### src/rtl/jt10_adpcma_rom_server_pkg.sv
// Shared constants for the ADPCM-A ROM server: FSM encodings, byte-lane codes and counter width.
package jt10_adpcma_rom_server_pkg;

    localparam logic [2:0] S_IDLE   = 3'd0;
    localparam logic [2:0] S_LOOKUP = 3'd1;
    localparam logic [2:0] S_REQ    = 3'd2;
    localparam logic [2:0] S_WAIT   = 3'd3;
    localparam logic [2:0] S_FILL   = 3'd4;

    localparam logic LANE_LO = 1'b0;
    localparam logic LANE_HI = 1'b1;

    localparam int LATE_W = 8;

    function automatic logic [7:0] lane_byte(input logic [15:0] word, input logic lane);
        return (lane == LANE_HI) ? word[15:8] : word[7:0];
    endfunction

endpackage

### src/rtl/jt10_adpcma_rom_cache.sv
// Fully-associative 16-bit word cache: parallel tag compare, round-robin victim, single write port.
module jt10_adpcma_rom_cache
    import jt10_adpcma_rom_server_pkg::*;
#(
    parameter int ENTRIES = 6,
    parameter int MEM_AW  = 23
) (
    input  logic              clk,
    input  logic              rst_n,
    input  logic [MEM_AW-1:0] lk_addr,
    output logic              hit,
    output logic [15:0]       hit_data,
    input  logic              wr_en,
    input  logic [15:0]       wr_data
);
    localparam int IW = $clog2(ENTRIES);

    logic [MEM_AW-1:0]  tag  [ENTRIES];
    logic [15:0]        data [ENTRIES];
    logic [ENTRIES-1:0] valid;
    logic [IW-1:0]      victim;
    logic [IW-1:0]      hit_idx;
    logic [IW-1:0]      wr_idx;

    always_comb begin
        hit      = 1'b0;
        hit_idx  = '0;
        hit_data = '0;
        for (int unsigned i = 0; i < ENTRIES; i++) begin
            if (valid[i] && tag[i] == lk_addr) begin
                hit      = 1'b1;
                hit_idx  = IW'(i);
                hit_data = data[i];
            end
        end
    end

    // A word already present is rewritten in place so no duplicate tag can appear
    assign wr_idx = hit ? hit_idx : victim;

    always_ff @(posedge clk or negedge rst_n) begin
        if (!rst_n) begin
            valid  <= '0;
            victim <= '0;
        end else if (wr_en) begin
            for (int unsigned i = 0; i < ENTRIES; i++)
                if (wr_idx == IW'(i)) valid[i] <= 1'b1;
            if (!hit)
                victim <= (victim == IW'(ENTRIES - 1)) ? '0 : victim + 1'b1;
        end
    end

    always_ff @(posedge clk) begin
        if (wr_en) begin
            for (int unsigned i = 0; i < ENTRIES; i++) begin
                if (wr_idx == IW'(i)) begin
                    tag[i]  <= lk_addr;
                    data[i] <= wr_data;
                end
            end
        end
    end

endmodule

### src/rtl/jt10_adpcma_rom_server.sv
// ADPCM-A ROM responder: captures driver fetches, serves them from a word cache or a req/ack memory port.
module jt10_adpcma_rom_server
    import jt10_adpcma_rom_server_pkg::*;
#(
    parameter int ENTRIES = 6,
    parameter int MEM_AW  = 23
) (
    input  logic              clk,
    input  logic              rst_n,
    input  logic              cen6,
    input  logic [19:0]       adp_addr,
    input  logic [3:0]        adp_bank,
    input  logic              adp_roe_n,
    output logic [7:0]        adp_data,
    output logic [MEM_AW-1:0] mem_addr,
    output logic              mem_req,
    input  logic              mem_ack,
    input  logic              mem_dok,
    input  logic [15:0]       mem_dout,
    output logic [LATE_W-1:0] late_cnt
);
    logic [2:0]        state;
    logic [23:0]       ba;
    logic              cap;
    logic [MEM_AW-1:0] cur_wa;
    logic              cur_lane;
    logic              req_new;
    logic              pend_valid;
    logic [MEM_AW-1:0] pend_wa;
    logic              pend_lane;
    logic [15:0]       fill_word;
    logic              hit;
    logic [15:0]       hit_data;

    assign ba  = {adp_bank, adp_addr};
    assign cap = cen6 & ~adp_roe_n;

    jt10_adpcma_rom_cache #(
        .ENTRIES (ENTRIES),
        .MEM_AW  (MEM_AW)
    ) u_cache (
        .clk      (clk),
        .rst_n    (rst_n),
        .lk_addr  (cur_wa),
        .hit      (hit),
        .hit_data (hit_data),
        .wr_en    (state == S_FILL),
        .wr_data  (fill_word)
    );

    always_ff @(posedge clk or negedge rst_n) begin
        if (!rst_n) begin
            state      <= S_IDLE;
            adp_data   <= '0;
            mem_addr   <= '0;
            mem_req    <= 1'b0;
            late_cnt   <= '0;
            cur_wa     <= '0;
            cur_lane   <= LANE_LO;
            req_new    <= 1'b0;
            pend_valid <= 1'b0;
            pend_wa    <= '0;
            pend_lane  <= LANE_LO;
            fill_word  <= '0;
        end else begin
            case (state)
                S_IDLE: if (req_new) begin
                    req_new <= 1'b0;
                    state   <= S_LOOKUP;
                end
                S_LOOKUP: if (hit) begin
                    adp_data <= lane_byte(hit_data, cur_lane);
                    if (pend_valid) begin
                        cur_wa     <= pend_wa;
                        cur_lane   <= pend_lane;
                        pend_valid <= 1'b0;
                    end else begin
                        state <= S_IDLE;
                    end
                end else begin
                    mem_addr <= cur_wa;
                    mem_req  <= 1'b1;
                    state    <= S_REQ;
                end
                S_REQ: if (mem_ack) begin
                    mem_req <= 1'b0;
                    if (mem_dok) begin
                        fill_word <= mem_dout;
                        state     <= S_FILL;
                    end else begin
                        state <= S_WAIT;
                    end
                end
                S_WAIT: if (mem_dok) begin
                    fill_word <= mem_dout;
                    state     <= S_FILL;
                end
                S_FILL: begin
                    adp_data <= lane_byte(fill_word, cur_lane);
                    if (pend_valid) begin
                        cur_wa     <= pend_wa;
                        cur_lane   <= pend_lane;
                        pend_valid <= 1'b0;
                        state      <= S_LOOKUP;
                    end else begin
                        state <= S_IDLE;
                    end
                end
                default: state <= S_IDLE;
            endcase

            // Placed after the FSM so a capture in the same clk as a pending drain is kept
            if (cap) begin
                if (state == S_IDLE && !req_new) begin
                    cur_wa   <= ba[MEM_AW:1];
                    cur_lane <= ba[0];
                    req_new  <= 1'b1;
                end else begin
                    pend_wa    <= ba[MEM_AW:1];
                    pend_lane  <= ba[0];
                    pend_valid <= 1'b1;
                end
                if ((state == S_REQ || state == S_WAIT) && late_cnt != '1)
                    late_cnt <= late_cnt + 1'b1;
            end
        end
    end

endmodule

### config.mk
export PLATFORM = sky130hd
export DESIGN_NAME = jt10_adpcma_rom_server
export DESIGN_NICKNAME = d
export VERILOG_FILES = /design/src/rtl/jt10_adpcma_rom_server_pkg.sv /design/src/rtl/jt10_adpcma_rom_cache.sv /design/src/rtl/jt10_adpcma_rom_server.sv
export SDC_FILE = /design/constraint.sdc
export NUM_CORES = 1
export LEC_CHECK = 0
export CORE_ASPECT_RATIO = 0.9
export CORE_MARGIN = 10
export CORE_UTILIZATION = 50
export CTS_BUF_LIST = sky130_fd_sc_hd__clkbuf_4
export CTS_CLUSTER_SIZE = 16
export DETAILED_ROUTE_END_ITERATION = 7
export GPL_TIMING_DRIVEN = 0
export PLACE_DENSITY = 0.71
export SYNTH_ARGS = -nofsm -noshare
export SYNTH_HDL_FRONTEND = slang
export SYNTH_HIERARCHICAL = 1
export SYNTH_SLANG_ARGS = --single-unit
### constraint.sdc
create_clock -name clk -period 7.1 [get_ports clk]
set_input_delay 1.065 -clock clk [delete_from_list [all_inputs] [get_ports clk]]
set_output_delay 1.065 -clock clk [all_outputs]
set_load 0.05 [all_outputs]
## Word level (Yosys, flattened, before mapping)

Memory sizes are Yosys's and may differ from the RTL's.
Cells that the tools add are included.
Widths: inputs -> output; s select.

- Register bits: 118
- Bits in writable memories: 234
- Output and inout port bits: 40
- Memories kept: 2

Memories:

| name | depth | bits a word | rd ports | clocked after Yosys merged registers in | write ports | RTL line | source |
|---|---|---|---|---|---|---|---|
| u_cache.tag | 6 | 23 | 6 | 0 | 1 | jt10_adpcma_rom_cache.sv:18 | `logic [MEM_AW-1:0] tag [ENTRIES];` |
| u_cache.data | 6 | 16 | 6 | 0 | 1 | jt10_adpcma_rom_cache.sv:19 | `logic [15:0] data [ENTRIES];` |

- $add $sub $neg: 2
- Eq/ne operators: 23
- Muxes and demuxes: 102
- Bitwise gates (word level): 4
- Reduce and logical (&&, ||, !) cells: 39

Operators by type and width:

| kind | count |
|---|---|
| $mux 16 | 13 |
| $mux 23 | 9 |
| $eq 23x23->1 | 6 |
| $reduce_or 23->1 | 5 |
| $reduce_or 16->1 | 5 |
| $mux 3 | 20 |
| $mux 1 | 48 |
| $pmux 23 s2 | 1 |
| $pmux 16 s2 | 1 |
| $mux 8 | 3 |
| $reduce_and 2->1 | 12 |
| $pmux 8 s2 | 1 |
| $pmux 3 s5 | 1 |
| $eq 3x2->1 const B | 4 |
| $eq 3x3->1 const B | 4 |
| $add 8x1->8 const B | 1 |
| $logic_and 1x1->1 | 8 |
| $ne 2x2->1 const B | 4 |
| $ne 8x8->1 const B | 1 |
| $eq 3x1->1 const B | 2 |
| $logic_not 3->1 | 2 |
| $pmux 1 s2 | 3 |
| $reduce_bool 2->1 | 3 |
| $mux 2 | 2 |
| 9 further kinds | 11 |

## Logic depth before layout (Yosys ltp)

An unclocked memory read counts as a cell.

- Word-level depth: 20
- Gate-level depth with buffers: 15
- Gate-level depth less buffers: 11

## Modules after synthesis

Netlist, hierarchy kept.

By module, submodules not included:

| module | instances | cells each | area each (um2) |
|---|---|---|---|
| jt10_adpcma_rom_cache | 1 | 675 | 10222.3 |
| jt10_adpcma_rom_server | 1 | 349 | 4764.6 |

## Worst setup path before layout

Ideal clock, no wire load.

- Path kind: flip-flop to flip-flop
- Start point: reg cur_wa[0]
- End point: mem u_cache.data[1][0] (enable)
- Setup time: 0.533 ns
- Arrival: 5.703 ns
- Required time: 6.567 ns
- Path slack: 0.864 ns
- Stages on the path, launching flop included: 9
- Buffers on the path: 1
- Period minus slack after synthesis: 6.236 ns
- Cells stage by stage: dfrtp_1 > buf_4 > xnor2_1 > nand4_1 > nor4_4 > nand2_2 > and3_1 > o31a_1 > nor4_1

- Longest elaborated chain between the ends: 19

Ends and longest elaborated chain:

| what | RTL line | source |
|---|---|---|
| start, declared | jt10_adpcma_rom_server.sv:25 | `logic [MEM_AW-1:0] cur_wa;` |
| start signal, assigned | jt10_adpcma_rom_server.sv:74 | `cur_wa <= pend_wa;` |
| start signal, assigned | jt10_adpcma_rom_server.sv:101 | `cur_wa <= pend_wa;` |
| start signal, assigned | jt10_adpcma_rom_server.sv:115 | `cur_wa <= ba[MEM_AW:1];` |
| $eq 23x23->1 | jt10_adpcma_rom_cache.sv:30 | `if (valid[i] && tag[i] == lk_addr) begin` |
| $logic_and 1x1->1 | jt10_adpcma_rom_cache.sv:30 |  |
| $mux 1 (6 in series) | jt10_adpcma_rom_cache.sv:30 |  |
| $mux 3 * | jt10_adpcma_rom_cache.sv:39 | `assign wr_idx = hit ? hit_idx : victim;` |
| $eq 3x1->1 | jt10_adpcma_rom_cache.sv:56 | `if (wr_idx == IW'(i)) begin` |
| $mux 1 | jt10_adpcma_rom_cache.sv:56 |  |
| $mux 1 | jt10_adpcma_rom_cache.sv:54 | `if (wr_en) begin` |
| $mux 1 (implied by the code) | jt10_adpcma_rom_cache.sv:58 | `data[i] <= wr_data;` |
| $reduce_or 16->1 (no line) | - |  |
| $mux 3 (no line) / $mux 1 (equally long branches) (5 in series) | - |  |
| end, declared | jt10_adpcma_rom_cache.sv:19 |  |

Every way passes the cells marked *; elsewhere a longest branch is shown, timed or not.

## Worst setup path in the final report

- Start point: reg cur_wa[5]
- End point: mem u_cache.tag[1][15] (enable)

- Longest elaborated chain between the ends: 19

Ends and longest elaborated chain:

| what | RTL line | source |
|---|---|---|
| $eq 23x23->1 | jt10_adpcma_rom_cache.sv:30 |  |
| $logic_and 1x1->1 | jt10_adpcma_rom_cache.sv:30 |  |
| $mux 1 (6 in series) | jt10_adpcma_rom_cache.sv:30 |  |
| $mux 3 * | jt10_adpcma_rom_cache.sv:39 |  |
| $eq 3x1->1 | jt10_adpcma_rom_cache.sv:56 |  |
| $mux 1 | jt10_adpcma_rom_cache.sv:56 |  |
| $mux 1 | jt10_adpcma_rom_cache.sv:54 |  |
| $mux 1 (implied by the code) | jt10_adpcma_rom_cache.sv:57 | `tag[i] <= lk_addr;` |
| $reduce_or 23->1 (no line) | - |  |
| $mux 3 (no line) / $mux 1 (equally long branches) (5 in series) | - |  |
| end, declared | jt10_adpcma_rom_cache.sv:18 |  |

Marked as above.

==> impl_metrics.ini <==
[run_status]
status = finished, final reports clean

[grt]
grtUsageTotal = 0.191
grt_pass1_wl_mm = 55.2
grt_pass1_vias = 9648
antenna_found_initial = 2
grt_max_degree = 84
globalRoute.totalOverflow = 0

[logic_synthesis]
synth.cell_area_um2 = 15000
async_flop_share = 0.335
synth_ff_type = edfxtp_1
yosysUniqueCellTypes = 63
ys_seq_area_frac = 0.666
ys_warn_count = 6
syn_area_per_cell_um2 = 14.6
yosysTopAreaCellShare = 0.469
synthCells = 1024
yosysTopAreaCell = edfxtp_1
synth_seq_cells = 352
syn_nets = 1073
synth_area_leaders = edfxtp_1 47%, dfrtp_1 20%, xnor2_1 5.0%, mux2_2 4.9%, xor2_1 3.3%
synth-edff-count = 234

[routing]
drc_errors = 0
via_count = 9260
wl_per_cell_um = 20.7
postRouteAntennaNets = 0
drt-met1-wl_mm = 15.7
top_layer = met4
drt_wl_total_mm = 35.2
viasPerCell = 5.45
met3_wirelength_mm = 3.13
first_iter_violations = 731
dr.pass1.iters = 5
wl_met2_mm = 15.9

[cts]
clk_latency_ns = 0.72
hold_buffers = 0
cts.sinks = 352
cts_resized = 0
ctsLongestPathBuffers = 3
cts_tree = yes
h-tree-depth = 3
cts_setup_buffers = 0
cts_root_buf = clkbuf_4
path_clk_slew_ns = 0.06
cts_buffers = 91

[setup_path]
path_cells = buf_2 > xor2_1 > nor4_1 > nand4_1 > or3_1 > buf_2 > clkbuf_1 > o31a_1 > nor4_2 > buf_6 > buf_6 > buf_4 > buf_4 > buf_4
cp.arrival_ns = 5.31
r2r_start = cur_wa[5]
r2r-end = u_cache/tag[1][15]
crit_fanout = 10
startpoint = cur_wa[5]
slowest_delay_ns = 0.62
path_class = flop to flop
cp_num_buf_inv = 8
rr_worst_depth = 14
cpLargestDelayFamily = buffers and inverters
worst_setup_path_end_kind = flop
cp_slowest_cell = nor4_2
rrSetupSlack_ns = 2.19
cp-start-kind = flop
cp.required_ns = 7.50
crit_top_cell = buf_4

[layout]
layout_common_cells = 234 x edfxtp_1, 142 x clkbuf_4, 118 x dfrtp_1
drive_gt1_frac = 0.243
final_common_cell = edfxtp_1
area_growth_pct = 18.9
nets = 1270
layout.cells.non_filler = 1699
fin_util = 0.600

[timing]
fmax_ghz = 0.204
fin_setup_tns_ns = 0
period_share = 0.692
hold_viol = 0
rsz0062_at_grt = false
worst_slew_pin_slew_ns = 0.932
period_needed_ns = 4.91
final_max_slew_viol_count = 0
setup_viol = 0
whs_ns = 0.247
slew_headroom = 0.378
fin_worst_skew_ns = 0.0552

[floorplanning]
fp.dieArea_um2 = 37300
ios = 86
dieWidth_um = 202
rows = 60
core_um2 = 29700
die_h_um = 184
start_util = 0.504

[placed_design]
dp_cells = 1531
routabilityCongestion = 0.827
hpwl_mm = 23.8
placement.io_buffers = 85

[pwr]
power_mw = 6.96
leakage_nw = 6.47
power_density_nw_per_um2 = 390
vdd.ir_drop.worst_uv = 273

[flow_run]
drv_cap = 0

[worst_hold_path]
hold_class = input pin to asynchronous set/reset pin
-- metal layers --
layer  global-route usage  vias up
met4               0.0578        0
met2                0.288      412
met3               0.0509       51
met1                0.265     4594
met5                    0        -
li1                     -     4203
-- sequential cells by signal, indices dropped and copies added, names as in the netlist, 3 cells and up --
signal	count
mem_addr	23
u_cache/data	96
u_cache/valid	6
u_cache/victim	3
late_cnt	8
pend_wa	23
u_cache/tag	138
adp_data	8
state	3
cur_wa	23
fill_word	16
-- cell families after synthesis --
logic type	synth area share
flip-flops	0.666
AND/OR/NAND/NOR	0.0736
XOR/XNOR	0.0830
AO/OA/AOI/OAI	0.0620
multiplexers	0.0860
buffers and inverters	0.0270
adder cells (fa/ha/maj)	0.00250
-- cell usage after synthesis (all sizes together) (3+ instances only) --
cell type	count
o21ai	39
xor2	56
inv	10
or3	4
nand2	24
edfxtp	234
clkbuf	15
nor3b	4
a21o	4
ha	3
nand3	20
a31o	16
mux4	7
o41ai	3
xnor2	86
mux2	77
and2	5
mux2i	26
nor4	19
and3	4
nand2b	6
dfrtp	118
nor3	4
buf	45
nand4	29
a21oi	35
nor2	82
a21boi	30
-- power by group --
group	internal, mW	switching, mW
logic	0.875	1.13
registers	2.75	0.442
clock network	0.950	0.801
-- layout make-up --
type / instances / area (um2)
buffer: 60 / 368
fill: 2355 / 11900
timing repair buffer: 104 / 1090
inverter: 10 / 37.5
antenna: 2 / 5.00
tap: 403 / 504
clock inverter: 24 / 143
clock buffer: 142 / 1070
multi-input combinational: 602 / 4630
sequential: 352 / 9980
-- per-stage QoR --
step / cell area (um2) / worst slack [ns]
finish: 17800 / 2.19
global route: 17800 / 1.91
CTS: 17800 / 2.24
detailed placement: 16600 / 2.25
global placement: 16300 / -2.86
floorplan: 15000 / 0.864
-- worst max-delay path by stage --
| stage | to | slack [ns] | depth (start not counted) |
|---|---|---|---|
| 2_1_floorplan | u_cache/data[1][0] | 0.86 | 8 |
| 3_3_place_gp | u_cache/tag[1][15] | -2.86 | 9 |
| 3_5_place_dp | u_cache/tag[1][8] | 2.25 | 14 |
| 4_1_cts | u_cache/tag[1][15] | 2.24 | 14 |
| 5_1_grt | u_cache/tag[1][15] | 1.91 | 14 |
| 6_report | u_cache/tag[1][15] | 2.19 | 14 |
No activity file was read; power rests on OpenSTA's default activity.
